## config.mk

```make
export PLATFORM = sky130hd
export DESIGN_NAME = repl_victim_alloc_flat
export DESIGN_NICKNAME = d
export VERILOG_FILES = /design/src/rtl/repl_pkg.sv /design/src/rtl/repl_victim_alloc_if.sv /design/src/rtl/repl_victim_alloc_victim_pick.sv /design/src/rtl/repl_victim_alloc.sv /design/src/flat_wrapper.sv
export SDC_FILE = /design/constraint.sdc
export NUM_CORES = 1
export LEC_CHECK = 0
export BUFFER_PORTS_ARGS = -buffer_cell sky130_fd_sc_hd__buf_2
export CAP_MARGIN = 25
export CORE_AREA = 2 2 89 91
export DETAILED_ROUTE_END_ITERATION = 7
export DIE_AREA = 0 0 91 93
export PLACE_DENSITY_LB_ADDON = 0.15
export SYNTH_ARGS = -nofsm -noshare
export SYNTH_HDL_FRONTEND = slang
export SYNTH_SLANG_ARGS = --single-unit
```

## constraint.sdc

```tcl
create_clock -name clk -period 1.7 [get_ports clk]
set_clock_uncertainty 0.15 [all_clocks]
set_input_delay 0.17 -clock clk [delete_from_list [all_inputs] [get_ports clk]]
set_output_delay 0.17 -clock clk [all_outputs]
set_load 0.005 [all_outputs]
```

## src/rtl/repl_pkg.sv

```systemverilog
// Shared types and helpers for the refill victim allocator.
// Helpers work on a fixed max width; callers zero-extend and truncate.
package repl_pkg;

  localparam int REPL_MAX_ENTRIES = 256;
  localparam int REPL_MAX_IDX_W   = 8;

  typedef enum logic [1:0] {
    IDLE   = 2'd0,
    CHOOSE = 2'd1,
    WRITE  = 2'd2,
    RESP   = 2'd3
  } repl_state_e;

  function automatic int idx_w(input int n);
    return (n <= 1) ? 1 : $clog2(n);
  endfunction

  // Isolates the lowest set bit (two's-complement trick).
  function automatic logic [REPL_MAX_ENTRIES-1:0] onehot_lowest(
      input logic [REPL_MAX_ENTRIES-1:0] vec);
    return vec & (~vec + 1'b1);
  endfunction

  function automatic logic [REPL_MAX_IDX_W-1:0] onehot_to_idx(
      input logic [REPL_MAX_ENTRIES-1:0] vec);
    logic [REPL_MAX_IDX_W-1:0] idx;
    idx = '0;
    for (int i = 0; i < REPL_MAX_ENTRIES; i++)
      if (vec[i]) idx = idx | REPL_MAX_IDX_W'(i);
    return idx;
  endfunction

endpackage

```

## src/rtl/repl_victim_alloc_if.sv

```systemverilog
// Refill request/completion, PLRU feedback and entry write port bundle.
interface repl_victim_alloc_if #(
    parameter int ENTRY_COUNT = 4,
    parameter int DATA_WIDTH  = 64,
    parameter int IDX_W       = 2
);
    logic                   refill_req_valid_i;
    logic                   refill_req_ready_o;
    logic [DATA_WIDTH-1:0]  refill_req_data_i;
    logic                   flush_i;
    logic [ENTRY_COUNT-1:0] entry_valid_i;
    logic [ENTRY_COUNT-1:0] entry_lock_i;
    logic [ENTRY_COUNT-1:0] plru_lru_mask_i;
    logic [ENTRY_COUNT-1:0] lookup_hit_mask_i;
    logic [ENTRY_COUNT-1:0] plru_access_mask_o;
    logic                   lookup_stall_o;
    logic                   wr_en_o;
    logic [ENTRY_COUNT-1:0] wr_mask_o;
    logic [IDX_W-1:0]       wr_idx_o;
    logic [DATA_WIDTH-1:0]  wr_data_o;
    logic                   refill_done_valid_o;
    logic                   refill_done_ready_i;
    logic                   refill_done_err_o;

    modport slave (
        input  refill_req_valid_i, refill_req_data_i, flush_i, entry_valid_i,
               entry_lock_i, plru_lru_mask_i, lookup_hit_mask_i, refill_done_ready_i,
        output refill_req_ready_o, plru_access_mask_o, lookup_stall_o, wr_en_o,
               wr_mask_o, wr_idx_o, wr_data_o, refill_done_valid_o, refill_done_err_o
    );

    modport master (
        output refill_req_valid_i, refill_req_data_i, flush_i, entry_valid_i,
               entry_lock_i, plru_lru_mask_i, lookup_hit_mask_i, refill_done_ready_i,
        input  refill_req_ready_o, plru_access_mask_o, lookup_stall_o, wr_en_o,
               wr_mask_o, wr_idx_o, wr_data_o, refill_done_valid_o, refill_done_err_o
    );
endinterface

```

## src/rtl/repl_victim_alloc_victim_pick.sv

```systemverilog
// Combinational victim selection: free entry first, then PLRU choice,
// then any unlocked entry; all-locked reports an error.
module victim_pick
    import repl_pkg::*;
#(
    parameter int N = 4
) (
    input  logic [N-1:0] valid,
    input  logic [N-1:0] lock,
    input  logic [N-1:0] lru,
    output logic [N-1:0] victim,
    output logic         err
);
    logic [N-1:0] cand;
    logic [N-1:0] free;

    always_comb begin
        cand   = ~lock;
        free   = ~valid & cand;
        victim = '0;
        err    = 1'b0;
        if (|free)
            victim = N'(onehot_lowest(REPL_MAX_ENTRIES'(free)));
        else if (|(lru & cand))
            victim = lru;
        else if (|cand)
            victim = N'(onehot_lowest(REPL_MAX_ENTRIES'(cand)));
        else
            err = 1'b1;
    end
endmodule

```

## src/rtl/repl_victim_alloc.sv

```systemverilog
// Refill allocation FSM: accept, choose victim, single-cycle write, respond.
// Also merges lookup hits and the refill write into the PLRU access mask.
module repl_victim_alloc
    import repl_pkg::*;
#(
    parameter int ENTRY_COUNT = 4,
    parameter int DATA_WIDTH  = 64,
    parameter int IDX_W       = idx_w(ENTRY_COUNT)
) (
    input logic                clk,
    input logic                rstn,
    repl_victim_alloc_if.slave bus
);
    repl_state_e            state_q, state_d;
    logic [DATA_WIDTH-1:0]  data_q;
    logic [ENTRY_COUNT-1:0] victim_q;
    logic                   err_q;
    logic [ENTRY_COUNT-1:0] pick_victim;
    logic                   pick_err;
    logic                   accept;

    victim_pick #(.N(ENTRY_COUNT)) u_pick (
        .valid  (bus.entry_valid_i),
        .lock   (bus.entry_lock_i),
        .lru    (bus.plru_lru_mask_i),
        .victim (pick_victim),
        .err    (pick_err)
    );

    always_comb begin
        state_d                 = state_q;
        accept                  = 1'b0;
        bus.refill_req_ready_o  = 1'b0;
        bus.plru_access_mask_o  = bus.lookup_hit_mask_i;
        bus.lookup_stall_o      = 1'b0;
        bus.wr_en_o             = 1'b0;
        bus.wr_mask_o           = '0;
        bus.wr_idx_o            = '0;
        bus.wr_data_o           = '0;
        bus.refill_done_valid_o = 1'b0;
        bus.refill_done_err_o   = 1'b0;
        case (state_q)
            IDLE: begin
                bus.refill_req_ready_o = !bus.flush_i;
                accept = bus.refill_req_valid_i && !bus.flush_i;
                if (accept) state_d = CHOOSE;
            end
            CHOOSE: begin
                if (bus.flush_i)   state_d = IDLE;
                else if (pick_err) state_d = RESP;
                else               state_d = WRITE;
            end
            WRITE: begin
                // The write commits regardless of flush; hits are masked so
                // the PLRU sees only the refilled entry this cycle.
                bus.wr_en_o            = 1'b1;
                bus.wr_mask_o          = victim_q;
                bus.wr_idx_o           = IDX_W'(onehot_to_idx(REPL_MAX_ENTRIES'(victim_q)));
                bus.wr_data_o          = data_q;
                bus.plru_access_mask_o = victim_q;
                bus.lookup_stall_o     = 1'b1;
                state_d                = RESP;
            end
            RESP: begin
                bus.refill_done_valid_o = 1'b1;
                bus.refill_done_err_o   = err_q;
                if (bus.refill_done_ready_i) state_d = IDLE;
            end
            default: state_d = IDLE;
        endcase
    end

    always_ff @(posedge clk) begin
        if (!rstn) begin
            state_q  <= IDLE;
            data_q   <= '0;
            victim_q <= '0;
            err_q    <= 1'b0;
        end else begin
            state_q <= state_d;
            if (accept) data_q <= bus.refill_req_data_i;
            if (state_q == CHOOSE) begin
                victim_q <= pick_victim;
                err_q    <= pick_err;
            end
        end
    end
endmodule

```

## src/flat_wrapper.sv

```systemverilog
// flat-port wrapper written by rule: the top's interface ports become plain ports
module repl_victim_alloc_flat import repl_pkg::*;
#(
    parameter int ENTRY_COUNT = 4,
    parameter int DATA_WIDTH  = 64,
    parameter int IDX_W       = idx_w(ENTRY_COUNT)
)
  (clk, rstn, bus_refill_req_valid_i, bus_refill_req_data_i, bus_flush_i, bus_entry_valid_i, bus_entry_lock_i, bus_plru_lru_mask_i, bus_lookup_hit_mask_i, bus_refill_done_ready_i, bus_refill_req_ready_o, bus_plru_access_mask_o, bus_lookup_stall_o, bus_wr_en_o, bus_wr_mask_o, bus_wr_idx_o, bus_wr_data_o, bus_refill_done_valid_o, bus_refill_done_err_o);
  repl_victim_alloc_if #(.ENTRY_COUNT(ENTRY_COUNT), .DATA_WIDTH(DATA_WIDTH), .IDX_W(IDX_W)) bus_i ();
  input logic clk;
  input logic rstn;
  input wire logic [$bits(bus_i.refill_req_valid_i)-1:0] bus_refill_req_valid_i;
  input wire logic [$bits(bus_i.refill_req_data_i)-1:0] bus_refill_req_data_i;
  input wire logic [$bits(bus_i.flush_i)-1:0] bus_flush_i;
  input wire logic [$bits(bus_i.entry_valid_i)-1:0] bus_entry_valid_i;
  input wire logic [$bits(bus_i.entry_lock_i)-1:0] bus_entry_lock_i;
  input wire logic [$bits(bus_i.plru_lru_mask_i)-1:0] bus_plru_lru_mask_i;
  input wire logic [$bits(bus_i.lookup_hit_mask_i)-1:0] bus_lookup_hit_mask_i;
  input wire logic [$bits(bus_i.refill_done_ready_i)-1:0] bus_refill_done_ready_i;
  output wire logic [$bits(bus_i.refill_req_ready_o)-1:0] bus_refill_req_ready_o;
  output wire logic [$bits(bus_i.plru_access_mask_o)-1:0] bus_plru_access_mask_o;
  output wire logic [$bits(bus_i.lookup_stall_o)-1:0] bus_lookup_stall_o;
  output wire logic [$bits(bus_i.wr_en_o)-1:0] bus_wr_en_o;
  output wire logic [$bits(bus_i.wr_mask_o)-1:0] bus_wr_mask_o;
  output wire logic [$bits(bus_i.wr_idx_o)-1:0] bus_wr_idx_o;
  output wire logic [$bits(bus_i.wr_data_o)-1:0] bus_wr_data_o;
  output wire logic [$bits(bus_i.refill_done_valid_o)-1:0] bus_refill_done_valid_o;
  output wire logic [$bits(bus_i.refill_done_err_o)-1:0] bus_refill_done_err_o;
  assign bus_i.refill_req_valid_i = bus_refill_req_valid_i;
  assign bus_i.refill_req_data_i = bus_refill_req_data_i;
  assign bus_i.flush_i = bus_flush_i;
  assign bus_i.entry_valid_i = bus_entry_valid_i;
  assign bus_i.entry_lock_i = bus_entry_lock_i;
  assign bus_i.plru_lru_mask_i = bus_plru_lru_mask_i;
  assign bus_i.lookup_hit_mask_i = bus_lookup_hit_mask_i;
  assign bus_i.refill_done_ready_i = bus_refill_done_ready_i;
  assign bus_refill_req_ready_o = bus_i.refill_req_ready_o;
  assign bus_plru_access_mask_o = bus_i.plru_access_mask_o;
  assign bus_lookup_stall_o = bus_i.lookup_stall_o;
  assign bus_wr_en_o = bus_i.wr_en_o;
  assign bus_wr_mask_o = bus_i.wr_mask_o;
  assign bus_wr_idx_o = bus_i.wr_idx_o;
  assign bus_wr_data_o = bus_i.wr_data_o;
  assign bus_refill_done_valid_o = bus_i.refill_done_valid_o;
  assign bus_refill_done_err_o = bus_i.refill_done_err_o;
  repl_victim_alloc #(.ENTRY_COUNT(ENTRY_COUNT), .DATA_WIDTH(DATA_WIDTH), .IDX_W(IDX_W)) u_core (.clk(clk), .rstn(rstn), .bus(bus_i));
endmodule
```

==> results of run 1 <==
==> worst max-delay path: cells and delay by family (launching register included) <==
family | cells | cell delay [ns]
multiplexers | 1 | 0.33
AND/OR/NAND/NOR | 1 | 0.34
buffers and inverters | 1 | 0.12
flip-flops | 1 | 0.33
==> area by class of cell <==
cell class	instances	area, µm²
clock buffer	11	141
tap	102	128
fill	572	1890
clock inverter	4	22.5
multi-input combinational	321	1810
inverter	9	33.8
timing repair buffer	253	2080
sequential	71	1430
==> what timing repair did <==
action	4_1_cts	5_1_grt
endpoints found under the hold margin	66	0
cloned	0	12
pin swaps	0	20
setup buffers	4	1
resized for setup	14	72
endpoints found under the setup margin	76	106
hold buffers	65	0
==> power by group through the flow <==
| stage | logic, mW | registers, mW | clock network [mW] |
|---|---|---|---|
| finish | 0.730 | 1.79 | 1.16 |
| global route | 0.789 | 1.80 | 1.24 |
| CTS | 0.616 | 1.78 | 1.18 |
| detailed placement | 0.478 | 1.82 | 0 |
| global placement | 0.468 | 1.82 | 0 |
| floorplan | 0.304 | 1.81 | 0 |
==> routing by layer <==
layer,share of wire (%),vias to the layer above
li1,-,1850
met1,40,1737
met2,53,138
met3,5.4,22
met4,1.8,0
met5,0,-
==> stage by stage <==
| stage | instance area [µm²] | util, % | setup TNS, ns | hold WS, ns | cells |
|---|---|---|---|---|---|
| 2_1_floorplan | 3360 | - | 0 | 0.138 | 430 |
| 4_1_cts | 5110 | 67.9 | -2.33 | 0.000445 | 759 |
| 3_3_place_gp | 4220 | 56.0 | 0 | 0.260 | 675 |
| 3_5_place_dp | 4220 | 56.0 | 0 | 0.266 | 675 |
| 5_1_grt | 5640 | 75.0 | -5.18 | 0.0189 | 771 |
| 6_report | 5640 | 75.0 | -1.53 | 0.0153 | 771 |
==> registers in the layout (all words and copies together) (netlist names), named ones only <==
name	count
u_core.data_q	64
u_core.state_q	1
u_core.victim_q	4
u_core.err_q	1
==> cells by family after synthesis <==
kind of cell,after synthesis
and+or+nand+nor,234
AOI/OAI and AO/OA,81
DFF,71
buffers and inverters,39
muxes,5
==> worst max-delay path by stage <==
| stage | slack [ns] | end | cells past startpoint | start |
|---|---|---|---|---|
| after global routing | -0.11 | bus_wr_data_o[55] | 4 | u_core.state_q[0] |
| after CTS | -0.07 | bus_wr_data_o[46] | 4 | u_core.state_q[0] |
| final | -0.07 | bus_plru_access_mask_o[0] | 3 | u_core.state_q[0] |
| after detailed placement | 0.10 | bus_wr_data_o[12] | 4 | register |
| after floorplan | 0.23 | bus_plru_access_mask_o[2] | 4 | u_core.state_q[0] |
| after global placement | 0.14 | bus_wr_data_o[12] | 4 | register |
==> synthesized netlist by cell type (5+ instances only) <==
master      n
a21oi_2    23
nor2_1      8
and2_1     65
buf_8       6
a21oi_1    46
clkbuf_1   11
nand2b_1    5
dfxtp_1    71
inv_1       8
buf_2       9
nand2_1   136
==> impl_metrics.json, run 1 <==
{
  "via_per_inst": 4.86,
  "ir_drop_v": 0.000530,
  "status": "finished with violations",
  "cts_made_buffers": 9,
  "setup_ws_ns": -0.0684,
  "synthesis.instances": 430,
  "arrival_ns": 1.45,
  "slew_headroom_pct": 73.8,
  "area_growth_pct": 68.1,
  "avgRoutedWirePerCell_um": 15.2,
  "die_x_um": 91,
  "sequentialPowerShare_pct": 48.6,
  "grt_overflow": 0,
  "switchingPower_mw": 0.990,
  "worst_slew_pin_slew_ns": 0.393,
  "grt_busiest_layer": "met2",
  "grtUsageTotal_pct": 23.1,
  "synth_top_family_by_area": "simple AND/OR/NAND/NOR gates",
  "critPathSlowestCell": "and2b_4",
  "max_cap_viol_count": 0,
  "synth-compound-area-share_pct": 15.2,
  "syn_area_mm2": 0.00336,
  "ys_seq_area_share_pct": 42.4,
  "dp_slack_ns": 0.100,
  "switching_share_pct": 26.9,
  "slew_violations": 0,
  "most-common-layout-cells": "buf_2 (134), nand2_1 (130), dfxtp_1 (69)",
  "portBuffers": 163,
  "fmax_ghz": 0.565,
  "p_leak_nw": 2.60,
  "syn-num-nets": 515,
  "synth_cell_types": 40,
  "min_path_type": "in -> reg",
  "use_met1_pct": 27.4,
  "ys.flop_type": "dfxtp_1",
  "grt_pass1_wl_um": 16000,
  "grt_start_max_net_pins": 37,
  "rsz0062_at_grt": "true",
  "tritoncts": "built",
  "io_pins": 164,
  "use_met3_pct": 5.96,
  "rr_endpoint": "u_core.data_q[28]",
  "cts.clk_slew.worst_paths_ns": 0.07,
  "die_h_um": 93,
  "pwr-share-clk_pct": 31.6,
  "finalHoldViolCount": 0,
  "setup_viol_count_final": 61,
  "avgSynthCellArea_um2": 7.80,
  "powerDensity_mw_per_mm2": 653,
  "p_int_mw": 2.69,
  "yosysWarnings": 0,
  "r2r_cells": 6,
  "place_congestion": 0.826,
  "synthAdderAreaFrac_pct": 0,
  "grt_pass1_vias": 3464,
  "row_count": 32,
  "final_antenna_net_count": 0,
  "hold_end": "u_core.victim_q[2]",
  "drc_errors": 0,
  "core_mm2": 0.00753,
  "violations": "negative setup slack",
  "final.period_utilization_pct": 104,
  "worst-path-max-fanout": 6,
  "yosys_register_bits": 71,
  "dr_total_vias": 3747,
  "synthArstFlopShare_pct": 0,
  "crit_type": "reg -> out",
  "worstHoldStart": "bus_entry_lock_i[2]",
  "cts_sinks": 71,
  "htree_levels": 3,
  "start_kind": "register",
  "crit_required_ns": 1.38,
  "final_common_cell": "buf_2",
  "clk_latency_ns": 0.33,
  "hpwl_um": 6090,
  "reg2reg_slack_ns": 0.04,
  "period_needed_ns": 1.77,
  "clockBufferDepth": 2,
  "worstPathCellList": "and2b_4 -> mux2_4 -> buf_6",
  "antenna_cells": 0,
  "synth-simple-area-share_pct": 33.4,
  "fp.dieArea_mm2": 0.00846,
  "totalWireLength_um": 11800,
  "antenna_found_initial": 0,
  "drive_gt1_share_pct": 41.4,
  "initial_core_util_pct": 44.6,
  "netlist_top_cells_area": "dfxtp_1 (42%), nand2_1 (15%), and2_1 (12%)",
  "fin_total_pwr_mw": 3.68,
  "dr.pass1.iters": 5,
  "final_nets": 750,
  "slowest_delay_ns": 0.34,
  "synth-xor-area-share_pct": 0,
  "synth_top_area_cell": "dfxtp_1",
  "p_comb_share_pct": 19.8,
  "synth.area.mux_share_pct": 1.53,
  "drtIter0Drc": 130,
  "synth_edf_count": 0,
  "met2_usage_pct": 40.5,
  "end_kind": "output port",
  "synth_top_area_share_pct": 42.4,
  "cts_root_buf": "clkbuf_8",
  "whs_path_depth": 4
}
(Power assumes the default switching activity.)
==> run 2, diff against run 1 <==
--- a/config.mk
+++ b/config.mk
@@ -6,8 +6,8 @@
 export NUM_CORES = 1
 export LEC_CHECK = 0
 export BUFFER_PORTS_ARGS = -buffer_cell sky130_fd_sc_hd__buf_2
-export CAP_MARGIN = 25
 export CORE_AREA = 2 2 89 91
+export CTS_BUF_LIST = sky130_fd_sc_hd__clkbuf_16
 export DETAILED_ROUTE_END_ITERATION = 7
 export DIE_AREA = 0 0 91 93
 export PLACE_DENSITY_LB_ADDON = 0.15
==> impl_metrics.json, run 2 (synthesized netlist as in run 1, its figures left out) <==
{
  "portBuffers": 163,
  "tns_ns": -0.979,
  "tritoncts": "built",
  "crit_type": "reg -> out",
  "rsz0062_at_grt": "true",
  "critPathSlowestCell": "and2b_4",
  "largest_reg_flops": 64,
  "totalWireLength_um": 11900,
  "ir_drop_v": 0.000687,
  "status": "finished with violations",
  "antenna_found_initial": 0,
  "period_needed_ns": 1.75,
  "dpl.cell_count": 675,
  "start_kind": "register",
  "p_leak_nw": 2.64,
  "row_count": 32,
  "finalHoldViolCount": 0,
  "end_kind": "output port",
  "max_cap_viol_count": 0,
  "grtUsageTotal_pct": 23.1,
  "cts_made_buffers": 9,
  "final_nets": 750,
  "setup_viol_count_final": 50,
  "cts.clk_slew.worst_paths_ns": 0.05,
  "area_growth_pct": 70.6,
  "final.period_utilization_pct": 103,
  "initial_core_util_pct": 44.6,
  "die_x_um": 91,
  "worst-path-max-fanout": 16,
  "violations": "negative setup slack",
  "antenna_cells": 0,
  "worst_slew_pin_slew_ns": 0.392,
  "place_congestion": 0.826,
  "clockBufferDepth": 2,
  "stdcell_count": 771,
  "final_common_cell": "buf_2",
  "cts_root_buf": "clkbuf_16",
  "drive_gt1_share_pct": 41.1,
  "avgRoutedWirePerCell_um": 15.5,
  "grt_pass1_wl_um": 15900,
  "drc_errors": 0,
  "slowest_delay_ns": 0.34,
  "min_path_type": "in -> reg",
  "top_regs": "u_core.data_q x64, u_core.victim_q x4",
  "powerDensity_mw_per_mm2": 722,
  "final_antenna_net_count": 0,
  "arrival_ns": 1.43,
  "cp_top_family": "simple AND/OR/NAND/NOR gates",
  "grt_start_max_net_pins": 37,
  "slew_violations": 0,
  "setup_ws_ns": -0.0519,
  "cp_num_buf_inv": 2,
  "most-common-layout-cells": "buf_2 (135), nand2_1 (130), dfxtp_1 (69)",
  "dr_total_vias": 3784,
  "fp.dieArea_mm2": 0.00846,
  "slew_headroom_pct": 73.8,
  "core_mm2": 0.00753,
  "drtIter0Drc": 128,
  "cts_sinks": 71,
  "via_per_inst": 4.91,
  "fmax_ghz": 0.571,
  "clk_latency_ns": 0.32,
  "hpwl_um": 6090,
  "io_pins": 164,
  "crit_required_ns": 1.38,
  "regMostFlops": "u_core.data_q",
  "dr.pass1.iters": 4,
  "die_h_um": 93,
  "htree_levels": 3,
  "worstPathCellList": "and2b_4 -> buf_6 -> and2_1 -> buf_2",
  "grt_overflow": 0,
  "grt_pass1_vias": 3446
}
-- run 2: layout make-up --
cell class	count	area, µm²
Fill cell	566	1800
Sequential cell	71	1430
Timing Repair Buffer	253	2070
Multi-Input combinational cell	321	1810
Clock buffer	9	225
Tap cell	102	128
Inverter	9	33.8
Clock inverter	6	30.0
-- run 2: final timing paths --
kind,from,to,slack (ns),cells after the start
setup / recovery,u_core.state_q[0],bus_wr_data_o[49],-0.05,4
hold / removal,bus_entry_lock_i[2],u_core.victim_q[2],0.04,4
setup reg to reg,register,u_core.data_q[27],0.06,6
hold reg to reg,u_core.data_q[44],u_core.data_q[44],0.30,2
-- run 2: layer usage --
metal | global-route usage, % | vias up | wire length [µm]
li1 | - | 1848 | -
met1 | 27.3 | 1768 | 4790
met2 | 40.7 | 145 | 6220
met3 | 6.69 | 23 | 726
met4 | 6.57 | 0 | 213
met5 | 0 | - | 0
-- run 2: power breakdown --
part,leakage [nW],internal (mW),switching [mW]
Combinational,1.93,0.393,0.340
Sequential,0.580,1.75,0.0453
Clock,0.130,0.958,0.650
-- run 2: what timing repair did --
action / CTS / global route
setup endpoints to repair: 76 / 101
pin swaps: 0 / 19
cloned: 0 / 12
endpoints found under the hold margin: 66 / 0
hold buffers: 65 / 0
buffers inserted: 4 / 1
gates resized for setup: 10 / 74
-- run 2: through the flow --
step           worst slack, ns  util, %  cell area (µm²)  total power, mW  hold slack, ns
2_1_floorplan            0.228        -             3360             2.12           0.138
3_3_place_gp             0.137     56.0             4220             2.29           0.260
3_5_place_dp             0.100     56.0             4220             2.30           0.266
4_1_cts                -0.0450     68.9             5190             4.05          0.0205
5_1_grt                -0.0920     76.0             5720             4.30          0.0371
6_report               -0.0519     76.0             5720             4.14          0.0365
-- run 2: worst register-to-register path: cells and delay by family, from the launching register on --
family                 cells  cell delay (ns)
buffers and inverters      2             0.36
flip-flops                 1             0.35
AO/OA/AOI/OAI              1             0.11
AND/OR/NAND/NOR            3             0.62
==> run 3, diff against run 2 <==
--- a/config.mk
+++ b/config.mk
@@ -6,11 +6,14 @@
 export NUM_CORES = 1
 export LEC_CHECK = 0
 export BUFFER_PORTS_ARGS = -buffer_cell sky130_fd_sc_hd__buf_2
-export CORE_AREA = 2 2 89 91
+export CELL_PAD_IN_SITES_DETAIL_PLACEMENT = 1
+export CELL_PAD_IN_SITES_GLOBAL_PLACEMENT = 1
+export CORE_AREA = 2 2 106 108
 export CTS_BUF_LIST = sky130_fd_sc_hd__clkbuf_16
 export DETAILED_ROUTE_END_ITERATION = 7
-export DIE_AREA = 0 0 91 93
+export DIE_AREA = 0 0 108 110
 export PLACE_DENSITY_LB_ADDON = 0.15
 export SYNTH_ARGS = -nofsm -noshare
 export SYNTH_HDL_FRONTEND = slang
+export SYNTH_HIERARCHICAL = 1
 export SYNTH_SLANG_ARGS = --single-unit
==> impl_metrics.json, run 3 <==
{
  "p_leak_nw": 2.59,
  "cts_sinks": 71,
  "synth_common_cells": "dfxtp_1 (71), and2_1 (69), nand2_1 (67), nand3_1 (65), o21ai_0 (63)",
  "row_count": 38,
  "grt_pass1_vias": 3735,
  "worst-path-max-fanout": 5,
  "htree_levels": 3,
  "violations": "negative setup slack",
  "avgSynthCellArea_um2": 7.85,
  "fillCellCount": 1298,
  "setup_viol_count_final": 73,
  "die_h_um": 110,
  "dpl.cell_count": 701,
  "io_pins": 164,
  "avgRoutedWirePerCell_um": 15.0,
  "place_congestion": 0.736,
  "rsz0062_at_grt": "true",
  "fmax_ghz": 0.550,
  "final_common_cell": "buf_2",
  "grt_pass1_wl_um": 18200,
  "design_area_mm2": 0.00556,
  "yosysWarnings": 6,
  "synthMostInstantiatedCell": "dfxtp_1",
  "crit_type": "reg -> out",
  "max_cap_viol_count": 0,
  "crit_required_ns": 1.38,
  "dr_total_vias": 3750,
  "antenna_found_initial": 0,
  "cts_made_buffers": 9,
  "cts.clk_slew.worst_paths_ns": 0.06,
  "multi_input_area_mm2": 0.00176,
  "worst_slew_pin_slew_ns": 0.328,
  "status": "finished with violations",
  "stdcell_count": 796,
  "syn-num-nets": 511,
  "most-common-layout-cells": "buf_2 (158), dfxtp_1 (69), and2_1 (67), nand2_1 (67)",
  "area_growth_pct": 66.1,
  "synth_top_area_cell": "dfxtp_1",
  "ir_drop_v": 0.000387,
  "period_needed_ns": 1.82,
  "synth_edf_count": 0,
  "final_antenna_net_count": 0,
  "core_mm2": 0.0107,
  "powerDensity_mw_per_mm2": 789,
  "portBuffers": 163,
  "slew_headroom_pct": 78.1,
  "yosys_register_bits": 71,
  "hpwl_um": 6640,
  "slew_violations": 0,
  "setup_ws_ns": -0.117,
  "final_nets": 736,
  "slowest_delay_ns": 0.34,
  "final.period_utilization_pct": 107,
  "end_kind": "output port",
  "dr.pass1.iters": 4,
  "synth_top_area_share_pct": 42.5,
  "regMostFlops": "u_core/data_q",
  "worstPathCellList": "nor2b_4 -> buf_12 -> buf_8 -> mux2_4 -> buf_6",
  "min_path_type": "in -> reg",
  "clockBufferDepth": 2,
  "die_x_um": 108,
  "start_kind": "register",
  "grtUsageTotal_pct": 19.3,
  "utilization_pct": 51.9,
  "fp.dieArea_mm2": 0.0119,
  "drtIter0Drc": 161,
  "netlist_top_cells_area": "dfxtp_1 (42%), and2_1 (13%), nand3_1 (9.7%)",
  "finalHoldViolCount": 0,
  "drive_gt1_share_pct": 32.5,
  "dp_slack_ns": -0.0399,
  "grt_overflow": 0,
  "clk_latency_ns": 0.32,
  "drc_errors": 0,
  "synth_cell_types": 32,
  "ys.flop_type": "dfxtp_1",
  "antenna_cells": 0,
  "seqCellArea_mm2": 0.00143,
  "ys_seq_area_share_pct": 42.5,
  "grt_start_max_net_pins": 71,
  "cts_root_buf": "clkbuf_16",
  "synthesis.instances": 426,
  "placed_area_mm2": 0.00432,
  "critPathSlowestCell": "dfxtp_4",
  "tritoncts": "built",
  "totalWireLength_um": 11900,
  "initial_core_util_pct": 31.3,
  "synthArstFlopShare_pct": 0,
  "largest_reg_flops": 64,
  "arrival_ns": 1.50,
  "top_regs": "u_core/data_q x64, u_core/victim_q x4",
  "tns_ns": -4.17,
  "via_per_inst": 4.71,
  "syn_area_mm2": 0.00334
}
-- run 3: changes by cell type in the layout (fill, tap and decap cells not counted), moves of 24 or more --
cell	before	now
and2_1	40	67
nand3_1	4	65
a21oi_2	26	0
buf_6	34	9
a21oi_1	43	0
o21ai_0	0	62
nand2_1	130	67
and2_4	26	2
-- run 3: cell families (layout without fill, tap and decap cells) --
logic type,count (synthesis),after routing,synth area share [%]
multiplexers,13,13,4.04
buffers and inverters,41,271,6.06
AND/OR/NAND/NOR,226,226,34.6
flip-flops,71,71,42.5
AO/OA/AOI/OAI,75,75,12.8
-- run 3: what timing repair did --
| item | 4_1_cts | 5_1_grt |
|---|---|---|
| hold buffers | 65 | 0 |
| hold endpoints to repair | 66 | 0 |
| pin swaps | 0 | 1 |
| cloned | 2 | 3 |
| gates resized for setup | 23 | 7 |
| setup endpoints to repair | 75 | 141 |
| buffers inserted | 8 | 1 |
-- run 3: worst max-delay path: cells and delay by family, from the launching register on --
kind	cells	cell delay, ns
buffers and inverters	3	0.36
multiplexers	1	0.31
flip-flops	1	0.34
AND/OR/NAND/NOR	1	0.16
-- run 3: path summary, 6_finish.rpt --
path | cells past startpoint | from | slack (ns) | end
hold reg to reg | 2 | u_core/data_q[58] | 0.30 | u_core/data_q[58]
setup reg to reg | 6 | u_core/state_q[0] | 0.05 | u_core/data_q[4]
hold / removal | 4 | bus_entry_valid_i[1] | 0.1 | u_core/victim_q[1]
setup / recovery | 5 | register | -0.12 | bus_plru_access_mask_o[2]
-- run 3: final cells by class --
cell class	count	share of cell area (%)
clock inverters	7	1.44
multi-input cells	314	31.7
inverters	2	0.135
flip-flops and latches	71	25.7
repair buffers	253	33.8
well taps	140	3.15
clock buffers	9	4.05
-- run 3: per-layer routing --
layer  part of all wire, %  wire length [µm]  global-route usage (%)
met3                   4.7               554                    4.17
met4                   1.1               130                    6.68
met1                    42              4940                    22.3
met2                    53              6280                    35.2
met5                     0                 0                       0
-- run 3: report_power, final --
part / total [mW] / switching (mW) / internal (mW) / leakage [nW]
Sequential: 1.79 / 0.0383 / 1.75 / 0.581
Clock: 1.94 / 0.678 / 1.26 / 0.157
Combinational: 0.659 / 0.295 / 0.364 / 1.85
-- run 3: metrics by stage --
step / hold slack, ns / power, mW
final: 0.0965 / 4.38
after global routing: 0.115 / 4.61
after CTS: 0.0855 / 4.40
after detailed placement: 0.242 / 2.27
after global placement: 0.233 / 2.25
after floorplan: 0.150 / 2.07
